--- config.mk ---
export PLATFORM = sky130hd
export DESIGN_NAME = uart_tx_arbiter
export DESIGN_NICKNAME = d
export VERILOG_FILES = /design/src/rtl/uart_tx_arbiter.sv
export SDC_FILE = /design/constraint.sdc
export NUM_CORES = 1
export LEC_CHECK = 0
export BUFFER_PORTS_ARGS = -buffer_cell sky130_fd_sc_hd__clkbuf_2
export CAP_MARGIN = 40
export CORE_ASPECT_RATIO = 1.1
export CORE_MARGIN = 1.5
export CORE_UTILIZATION = 55
export CTS_CLUSTER_DIAMETER = 40
export DETAILED_ROUTE_END_ITERATION = 10
export MAX_ROUTING_LAYER = met4
export PLACE_DENSITY_LB_ADDON = 0.15
export SETUP_SLACK_MARGIN = 0.1
export SLEW_MARGIN = 0
export SYNTH_ARGS = -nofsm -noshare
export SYNTH_HDL_FRONTEND = slang
export SYNTH_SLANG_ARGS = --single-unit
--- constraint.sdc ---
create_clock -name clk -period 2.4 [get_ports clk]
set_input_delay 0.24 -clock clk [delete_from_list [all_inputs] [get_ports clk]]
set_output_delay 0.24 -clock clk [all_outputs]
set_load 0.01 [all_outputs]
--- src/rtl/uart_tx_arbiter.sv ---
// Purpose : shares one UART transmitter between two byte sources (A, B) with per-port FIFOs and message-locked round robin.
// Latency : strobe at n -> byte popped and granted at n+1 -> tx_start at n+2; byte period >= 4 cycles plus transmitter busy time.
// Backpress: per-port registered full flag; a strobe while full drops the byte and sets a sticky overflow bit.
module uart_tx_arbiter #(
    parameter int         DEPTH        = 4,
    parameter logic [7:0] LOCK_CHAR    = 8'h0A,
    parameter int         MAX_BURST    = 64,
    parameter int         LOCK_TIMEOUT = 4095,
    parameter int         BUSY_TIMEOUT = 7
) (
    input  logic       clk,
    input  logic       rst,
    input  logic [7:0] a_data,
    input  logic       a_strobe,
    output logic       a_full,
    input  logic [7:0] b_data,
    input  logic       b_strobe,
    output logic       b_full,
    output logic [7:0] tx_data,
    output logic       tx_start,
    input  logic       tx_busy,
    output logic [1:0] grant,
    output logic [1:0] ovf
);

    localparam int AW  = (DEPTH > 1) ? $clog2(DEPTH) : 1;
    localparam int CW  = AW + 1;
    localparam int BW  = $clog2(MAX_BURST + 1);
    localparam int IW  = $clog2(LOCK_TIMEOUT + 1);
    localparam int TW  = $clog2(BUSY_TIMEOUT + 1);

    typedef enum logic [1:0] {
        IDLE    = 2'd0,
        START   = 2'd1,
        WAIT_HI = 2'd2,
        WAIT_LO = 2'd3
    } state_t;

    // Per-port FIFO view, index 0 = port A, index 1 = port B.
    logic [1:0]      wr_stb;
    logic [1:0][7:0] wr_dat;
    logic [1:0]      pop;
    logic [1:0]      empty;
    logic [1:0]      full;
    logic [1:0]      ovf_bit;
    logic [1:0][7:0] head;

    assign wr_stb = {b_strobe, a_strobe};
    assign wr_dat = {b_data, a_data};

    for (genvar p = 0; p < 2; p++) begin : g_fifo
        logic [7:0]    mem_q [DEPTH];
        logic [AW-1:0] wr_ptr_q;
        logic [AW-1:0] rd_ptr_q;
        logic [CW-1:0] cnt_q;
        logic [CW-1:0] cnt_d;
        logic          full_q;
        logic          ovf_q;
        logic          wr_en;
        logic          rd_en;

        // full is the registered flag, so a write racing a pop on a full FIFO is still dropped
        assign wr_en = wr_stb[p] && !full_q;
        assign rd_en = pop[p] && (cnt_q != '0);

        // occupancy after this cycle's write/pop
        always_comb begin
            cnt_d = cnt_q;
            if (wr_en && !rd_en) begin
                cnt_d = cnt_q + 1'b1;
            end else if (rd_en && !wr_en) begin
                cnt_d = cnt_q - 1'b1;
            end
        end

        // pointers, count, full flag and sticky overflow; pointers wrap naturally at DEPTH
        always_ff @(posedge clk) begin
            if (rst) begin
                wr_ptr_q <= '0;
                rd_ptr_q <= '0;
                cnt_q    <= '0;
                full_q   <= 1'b0;
                ovf_q    <= 1'b0;
            end else begin
                if (wr_en) begin
                    wr_ptr_q <= wr_ptr_q + 1'b1;
                end
                if (rd_en) begin
                    rd_ptr_q <= rd_ptr_q + 1'b1;
                end
                cnt_q  <= cnt_d;
                full_q <= (cnt_d == CW'(DEPTH));
                if (wr_stb[p] && full_q) begin
                    ovf_q <= 1'b1;
                end
            end
        end

        // byte storage; contents are don't-care while the count says empty
        always_ff @(posedge clk) begin
            if (wr_en) begin
                mem_q[wr_ptr_q] <= wr_dat[p];
            end
        end

        assign empty[p]   = (cnt_q == '0);
        assign full[p]    = full_q;
        assign ovf_bit[p] = ovf_q;
        assign head[p]    = mem_q[rd_ptr_q];
    end

    state_t        state_q, state_d;
    logic [1:0]    grant_q, grant_d;
    logic          last_q, last_d;        // 0: A granted last, 1: B granted last
    logic [7:0]    tx_data_q, tx_data_d;
    logic [BW-1:0] burst_q, burst_d;
    logic [BW-1:0] burst_inc;
    logic [IW-1:0] idle_q, idle_d;
    logic [TW-1:0] busy_cnt_q, busy_cnt_d;
    logic          serve_a;
    logic          serve_b;

    // A port is served when it has data and either owns the lock, or the arbiter is
    // unlocked and the port wins: sole requester, or the one not granted last on a tie.
    assign serve_a = (state_q == IDLE) && !empty[0] &&
                     ((grant_q == 2'b01) || ((grant_q == 2'b00) && (empty[1] || last_q)));
    assign serve_b = (state_q == IDLE) && !empty[1] &&
                     ((grant_q == 2'b10) || ((grant_q == 2'b00) && (empty[0] || !last_q)));

    assign burst_inc = burst_q + 1'b1;

    // next-state: scheduling in IDLE, transmitter handshake, lock release on return to IDLE
    always_comb begin
        state_d    = state_q;
        grant_d    = grant_q;
        last_d     = last_q;
        tx_data_d  = tx_data_q;
        burst_d    = burst_q;
        idle_d     = idle_q;
        busy_cnt_d = busy_cnt_q;
        pop        = 2'b00;

        case (state_q)
            IDLE: begin
                if (serve_a) begin
                    pop[0]    = 1'b1;
                    tx_data_d = head[0];
                    idle_d    = '0;
                    state_d   = START;
                    if (grant_q == 2'b00) begin
                        grant_d = 2'b01;
                        last_d  = 1'b0;
                        burst_d = '0;
                    end
                end else if (serve_b) begin
                    pop[1]    = 1'b1;
                    tx_data_d = head[1];
                    idle_d    = '0;
                    state_d   = START;
                    if (grant_q == 2'b00) begin
                        grant_d = 2'b10;
                        last_d  = 1'b1;
                        burst_d = '0;
                    end
                end else if (grant_q != 2'b00) begin
                    // owner has nothing queued: drop a stale lock after LOCK_TIMEOUT idle cycles
                    if (idle_q == IW'(LOCK_TIMEOUT - 1)) begin
                        grant_d = 2'b00;
                        idle_d  = '0;
                    end else begin
                        idle_d = idle_q + 1'b1;
                    end
                end
            end
            START: begin
                busy_cnt_d = '0;
                state_d    = WAIT_HI;
            end
            WAIT_HI: begin
                // a transmitter that never raises busy is assumed to have taken the byte
                if (tx_busy) begin
                    state_d = WAIT_LO;
                end else if (busy_cnt_q == TW'(BUSY_TIMEOUT - 1)) begin
                    state_d = WAIT_LO;
                end else begin
                    busy_cnt_d = busy_cnt_q + 1'b1;
                end
            end
            WAIT_LO: begin
                if (!tx_busy) begin
                    state_d = IDLE;
                    burst_d = burst_inc;
                    if ((tx_data_q == LOCK_CHAR) || (burst_inc == BW'(MAX_BURST))) begin
                        grant_d = 2'b00;
                    end
                end
            end
            default: begin
                state_d = IDLE;
            end
        endcase
    end

    // scheduler state register
    always_ff @(posedge clk) begin
        if (rst) begin
            state_q    <= IDLE;
            grant_q    <= 2'b00;
            last_q     <= 1'b0;
            tx_data_q  <= 8'h00;
            burst_q    <= '0;
            idle_q     <= '0;
            busy_cnt_q <= '0;
        end else begin
            state_q    <= state_d;
            grant_q    <= grant_d;
            last_q     <= last_d;
            tx_data_q  <= tx_data_d;
            burst_q    <= burst_d;
            idle_q     <= idle_d;
            busy_cnt_q <= busy_cnt_d;
        end
    end

    assign tx_start = (state_q == START);
    assign tx_data  = tx_data_q;
    assign grant    = grant_q;
    assign a_full   = full[0];
    assign b_full   = full[1];
    assign ovf      = ovf_bit;

endmodule

=== After elaboration in Yosys (flattened, before gate mapping) ===
Memory sizes are Yosys's and may differ from the RTL's. A register that Yosys moved wholly into a read port is not among the register bits.
Index checks and enable logic that the tools add are counted.

* $add $sub $neg: 11
* Equal/unequal tests: 21
* Multiplexer cells: 49
* Reduce and logical (&&, ||, !) cells: 48

{| class="wikitable"
|+ Operator list
! kind !! number
|-
| $mux W12 || 4
|-
| $mux W2 || 18
|-
| $mux W7 || 4
|-
| $mux W3 || 6
|-
| $logic_and A1 B1 Y1 || 16
|-
| $mux W8 || 2
|-
| $pmux W7 S2 || 1
|-
| $add A12 B1 Y12 const B || 1
|-
| $eq A12 B12 Y1 const B || 1
|-
| $reduce_and A3 Y1 || 4
|-
| $mux W1 || 11
|-
| $add A3 B1 Y3 const B || 3
|-
| $eq A3 B3 Y1 const B || 3
|-
| $logic_not A1 Y1 || 9
|-
| $reduce_bool A3 Y1 || 3
|-
| $add A2 B1 Y2 const B || 4
|-
| $eq A8 B4 Y1 const B || 1
|-
| $ne A2 B2 Y1 const B || 4
|-
| $ne A4 B3 Y1 const B || 2
|-
| $pmux W2 S4 || 1
|-
| $reduce_bool A2 Y1 || 4
|-
| $add A7 B1 Y7 const B || 1
|-
| $eq A7 B7 Y1 const B || 1
|-
| $reduce_and A7 Y1 || 1
|-
| 11 further kinds || 24
|}

* Register bits: 53
* Bits in writable memories: 64
* Input port bits: 21
* Output and inout bits: 15
* Word-level logic and storage cells: 148
* Memories kept: 2

{| class="wikitable"
|+ Memories
! name !! words !! width !! read ports !! clocked after Yosys merged registers in !! wr ports !! line !! source
|-
| g_fifo[0].mem_q || 4 || 8 || 1 || 1 || 1 || 52 || <nowiki>logic [7:0] mem_q [DEPTH];</nowiki>
|-
| g_fifo[1].mem_q || 4 || 8 || 1 || 1 || 1 || 52 ||
|}

=== Depth between registers and ports, before layout ===
* Depth in word-level cells: 13
* Depth in mapped cells: 10
* Mapped depth without buffers: 8

=== Worst setup path before layout ===
No wires, ideal clock.

* Path kind: reg-to-reg
* From: register g_fifo[1].cnt_q[0]
* To: register g_fifo[1].full_q (netlist: b_full)
* Data arrival time: 2081 ps
* Path slack: 233 ps
* Cell stages (with the launch flop): 8
* Path buffers: 0
* Clock period less this slack: 2167 ps
* Path through: dfxtp_1 -> inv_1 -> ha_1 -> ha_1 -> a2111oi_4 -> xnor2_1 -> or3_1 -> a211oi_1

* Longest elaborated chain between the ends: 12
* Elaborated cells on any way between the ends: 21
* Those cells by class: add/sub: 2; eq/ne: 1; mux: 5; reduce/logical: 13

{| class="wikitable"
|+ RTL lines
! what !! line !! source
|-
| from (decl) || 55 || <nowiki>logic [CW-1:0] cnt_q;</nowiki>
|-
| from (signal assigned) || 91 || <nowiki>cnt_q <= cnt_d;</nowiki>
|-
| $logic_not A3 Y1 || 106 || <nowiki>assign empty[p] = (cnt_q == '0);</nowiki>
|-
| $logic_not A1 Y1 or $logic_or A1 B1 Y1 (tied branches) || 127, 126 ||
|-
| $logic_and A1 B1 Y1 (on tied branches) || 127, 126 ||
|-
| $logic_and A1 B1 Y1 or $logic_or A1 B1 Y1 (tied branches) || 127, 126 ||
|-
| $mux W1 or $logic_and A1 B1 Y1 (tied branches) || 155, 125 ||
|-
| $mux W1 || 145 || <nowiki>if (serve_a) begin</nowiki>
|-
| $mux W2 || 143 || <nowiki>case (state_q)</nowiki>
|-
| $logic_and A1 B1 Y1 || 64 || <nowiki>assign rd_en = pop[p] && (cnt_q != '0);</nowiki>
|-
| $logic_and A1 B1 Y1 or $logic_not A1 Y1 (tied branches) || 71, 69 ||
|-
| $mux W3 or $logic_and A1 B1 Y1 (tied branches) || 71, 69 ||
|-
| $mux W3 * || 69 || <nowiki>if (wr_en && !rd_en) begin</nowiki>
|-
| $eq A3 B3 Y1 * || 92 || <nowiki>full_q <= (cnt_d == CW'(DEPTH));</nowiki>
|-
| to (signal assigned) || 92 ||
|-
| to (decl) || 57 || <nowiki>logic full_q;</nowiki>
|}

Every way passes the cells marked *; elsewhere a longest branch is shown, timed or not.
A chain may end at the register's enable or synchronous reset.

=== Worst setup path in the final report ===
* From: register g_fifo[0].cnt_q[0]
* To: register g_fifo[1].full_q (netlist: b_full)

* Longest elaborated chain between the ends: 13
* Elaborated cells on any way between the ends: 18
* Those cells by class: eq/ne: 1; mux: 5; reduce/logical: 12

{| class="wikitable"
|+ RTL lines
! what !! line !! source
|-
| from (decl) || 55 ||
|-
| from (signal assigned) || 91 ||
|-
| $logic_not A3 Y1 * || 106 ||
|-
| $logic_or A1 B1 Y1 || 128 || <nowiki>((grant_q == 2'b10) || ((grant_q == 2'b00) && (empty[0] || !last_q)));</nowiki>
|-
| $logic_and A1 B1 Y1 || 128 ||
|-
| $logic_or A1 B1 Y1 || 128 ||
|-
| $logic_and A1 B1 Y1 || 127 || <nowiki>assign serve_b = (state_q == IDLE) && !empty[1] &&</nowiki>
|-
| $mux W1 || 155 || <nowiki>end else if (serve_b) begin</nowiki>
|-
| $mux W1 * || 145 ||
|-
| $mux W2 * || 143 ||
|-
| $logic_and A1 B1 Y1 * || 64 ||
|-
| $logic_and A1 B1 Y1 or $logic_not A1 Y1 (tied branches) || 71, 69 ||
|-
| $mux W3 or $logic_and A1 B1 Y1 (tied branches) || 71, 69 ||
|-
| $mux W3 * || 69 ||
|-
| $eq A3 B3 Y1 * || 92 ||
|}

Marked as above.

==> impl_metrics.json <==
{
  "worstPathArrival_ns": 2.55,
  "dp_slack_ns": 0.116,
  "synth_area_leaders": "edfxtp_1 36%, dfxtp_1 21%, mux4_2 6.8%",
  "routed_wl_um": 10400,
  "grt_pass1_wl_um": 17000,
  "cts_tree": "done",
  "power.density_nw_per_um2": 1210,
  "register_area_um2": 3060,
  "vias": 3524,
  "yosys.area.top_type": "edfxtp_1",
  "ys_ff_latch": 121,
  "final_common_cell": "edfxtp_1",
  "die_x_um": 96.9,
  "clk_pin_slew_ns": 0.06,
  "dieArea_um2": 10300,
  "worst_hold_path.endpoint": "g_fifo[1].cnt_q[1]",
  "crit_type": "reg2reg",
  "final_cell_area_um2": 6390,
  "maxCapViolCount": 0,
  "hp-class": "in2reg",
  "cp-startpoint": "g_fifo[0].cnt_q[0]",
  "clk_latency_ns": 0.52,
  "setup_ws_ns": 0.278,
  "syn_to_final_growth_pct": 19.8,
  "clock-sinks": 121,
  "gp_congestion": 0.815,
  "whs_path_depth": 2,
  "rows": 37,
  "syn_avg_cell_area_um2": 11.8,
  "grt_overflow_total": 0,
  "hpwl_um": 6860,
  "max_stage_delay_ns": 0.40,
  "worst_pin_slew_ns": 0.589,
  "wire_per_inst_um": 16.2,
  "rsz0062_at_grt": "no",
  "crit_path_start_kind": "flop",
  "worstHoldStart": "rst",
  "syn_nets": 500,
  "critical_path.most_common_cell": "ha_1",
  "synth_area_um2": 5340,
  "critical-path-slowest-cell": "a2111oi_4",
  "port_buffers": 35,
  "ys_types": 47,
  "crit_chain": "inv_1, ha_1, ha_1, nor2_2, a2111oi_4, xnor2_1, or3_1, a211oi_1",
  "synth_top_area_share_pct": 36.0,
  "skew_ns": 0.00667,
  "cp_max_fo": 5,
  "r2r-start": "g_fifo[0].cnt_q[0]",
  "h-tree-depth": 4,
  "utilization_pct": 68.0,
  "start_util_pct": 56.8,
  "vias_per_cell": 5.51,
  "fin_crit_sh_pct": 88.4,
  "r2r-end": "b_full",
  "grt_pass1_vias": 3542,
  "ios": 36,
  "fp.dieH_um": 106,
  "finalSetupViolations": 0,
  "drtIter0Drc": 145,
  "crit_buf_inv": 1,
  "layout-drive-gt1-share_pct": 19.1,
  "ff2ff_path_depth": 8,
  "outcome": "complete, no violations",
  "end_kind": "flop",
  "antenna_found_initial": 0,
  "maxSlewHeadroom_pct": 60.7,
  "rrSetupSlack_ns": 0.28,
  "synth_edf_count": 64,
  "cp_data_required_time_ns": 2.83,
  "numCtsBuffers": 17,
  "nFillCells": 718,
  "drt_drc_violations_left": 0,
  "p_leak_nw": 2.34,
  "drtAntennaViolNets": 0,
  "synth_warnings": 0,
  "antenna_cells": 0,
  "finalHoldViolCount": 0,
  "place_area_um2": 5620,
  "multi_input_area_um2": 2120,
  "setup_tns_ns": 0,
  "nNetsFinal": 557,
  "slew_violations": 0,
  "most-common-layout-cells": "64 x edfxtp_1, 60 x nor2_1, 56 x dfxtp_1, 38 x nand2_1, 35 x clkbuf_2",
  "clockBufferDepth": 2,
  "ys.flop_type": "edfxtp_1",
  "core_area_um2": 9400,
  "vdd_drop_max_v": 0.000624,
  "path_delay_family": "compound AO/OA/AOI/OAI gates",
  "fmax_mhz": 471,
  "post-route-min-period_ns": 2.12,
  "dr.pass1.iters": 4,
  "root_buffer": "clkbuf_8",
  "synth_cells": 454,
  "grt_max_degree": 35,
  "grtUsageTotal_pct": 22.2,
  "yosysSeqAreaShare_pct": 57.4,
  "synthArstFlopShare_pct": 0
}
==> kinds of logic (layout without fill, tap and decap cells) <==
logic type | count (synthesis) | after routing | synth area share (%)
AND/OR/NAND/NOR | 157 | 157 | 13.8
flip-flops | 121 | 121 | 57.4
AO/OA/AOI/OAI | 63 | 63 | 8.11
buffers and inverters | 43 | 112 | 3.26
adder cells (fa/ha/maj) | 27 | 27 | 6.24
XOR/XNOR | 25 | 25 | 4.10
multiplexers | 18 | 18 | 7.13
==> metal layers <==
layer	GRT usage (%)	share of wire, %	vias up
li1	-	-	1751
met1	26.3	43	1694
met2	37.0	52	62
met3	5.46	3.5	17
met4	8.70	1.6	0
met5	-	0	-
==> area by class of cell <==
type / instances / area share [%]
inverters: 19 / 1.12
multi-input cells: 290 / 33.2
repair buffers: 62 / 6.62
clock buffers: 17 / 6.48
clock inverters: 14 / 2.35
flip-flops and latches: 121 / 47.9
well taps: 117 / 2.29
==> registers in the layout, indices dropped and copies added, names as in the netlist, named ones only <==
name             flops
a_full               1
b_full               1
burst_q              7
busy_cnt_q           3
g_fifo.cnt_q         6
g_fifo.mem_q        64
g_fifo.ovf_q         2
g_fifo.rd_ptr_q      4
g_fifo.wr_ptr_q      4
grant                2
idle_q              12
last_q               1
state_q              2
tx_data              8
==> report_power, final <==
group / internal (mW) / total [mW] / switching [mW] / leakage [nW]
clock: 1.47 / 2.42 / 0.946 / 0.272
sequential: 2.52 / 2.80 / 0.288 / 1.05
combinational: 1.06 / 2.48 / 1.42 / 1.02
==> through the flow <==
step / hold slack [ns] / power [mW] / std cells
6_report: 0.0687 / 7.71 / 640
5_1_grt: 0.0735 / 8.17 / 640
4_1_cts: 0.0478 / 7.71 / 639
3_5_place_dp: 0.458 / 5.22 / 590
3_3_place_gp: 0.448 / 5.15 / 590
2_1_floorplan: 0.339 / 4.58 / 454
==> Yosys cell counts, types with 2 or more instances <==
cell type	n
o2111ai_1	3
or3_1	4
a311o_1	2
a31oi_1	4
nor3_1	6
mux2i_1	2
a21o_1	2
xnor2_1	19
nand3b_1	2
nand4_1	2
a21boi_0	2
buf_4	3
ha_1	25
nor4b_1	2
and2_1	12
nor2b_1	3
inv_1	19
edfxtp_1	64
a21oi_1	19
and3_1	2
xor2_1	6
nand3_1	12
nor3b_1	2
clkbuf_1	17
a211oi_1	6
dfxtp_1	57
buf_1	3
mux4_2	16
nor4_1	5
maj3_1	2
nand2_1	38
o21ai_0	11
nor2_1	60
a311oi_1	9
==> how the worst max path moves through the flow <==
stage / slack [ns] / depth (start not counted) / to
after global placement: 0.25 / 8 / a_full
after global routing: 0.1 / 7 / burst_q[2]
after floorplan: 0.23 / 7 / b_full
after CTS: 0.17 / 7 / burst_q[2]
final: 0.28 / 8 / b_full
after detailed placement: 0.12 / 8 / a_full
==> timing repair <==
action | CTS | global route
pin swaps | 0 | 2
endpoints found under the setup margin | 1 | 13
gates resized for setup | 1 | 6
hold endpoints to repair | 66 | 0
setup buffers | 0 | 1
hold buffers | 18 | 0
(Power assumes the default switching activity.)
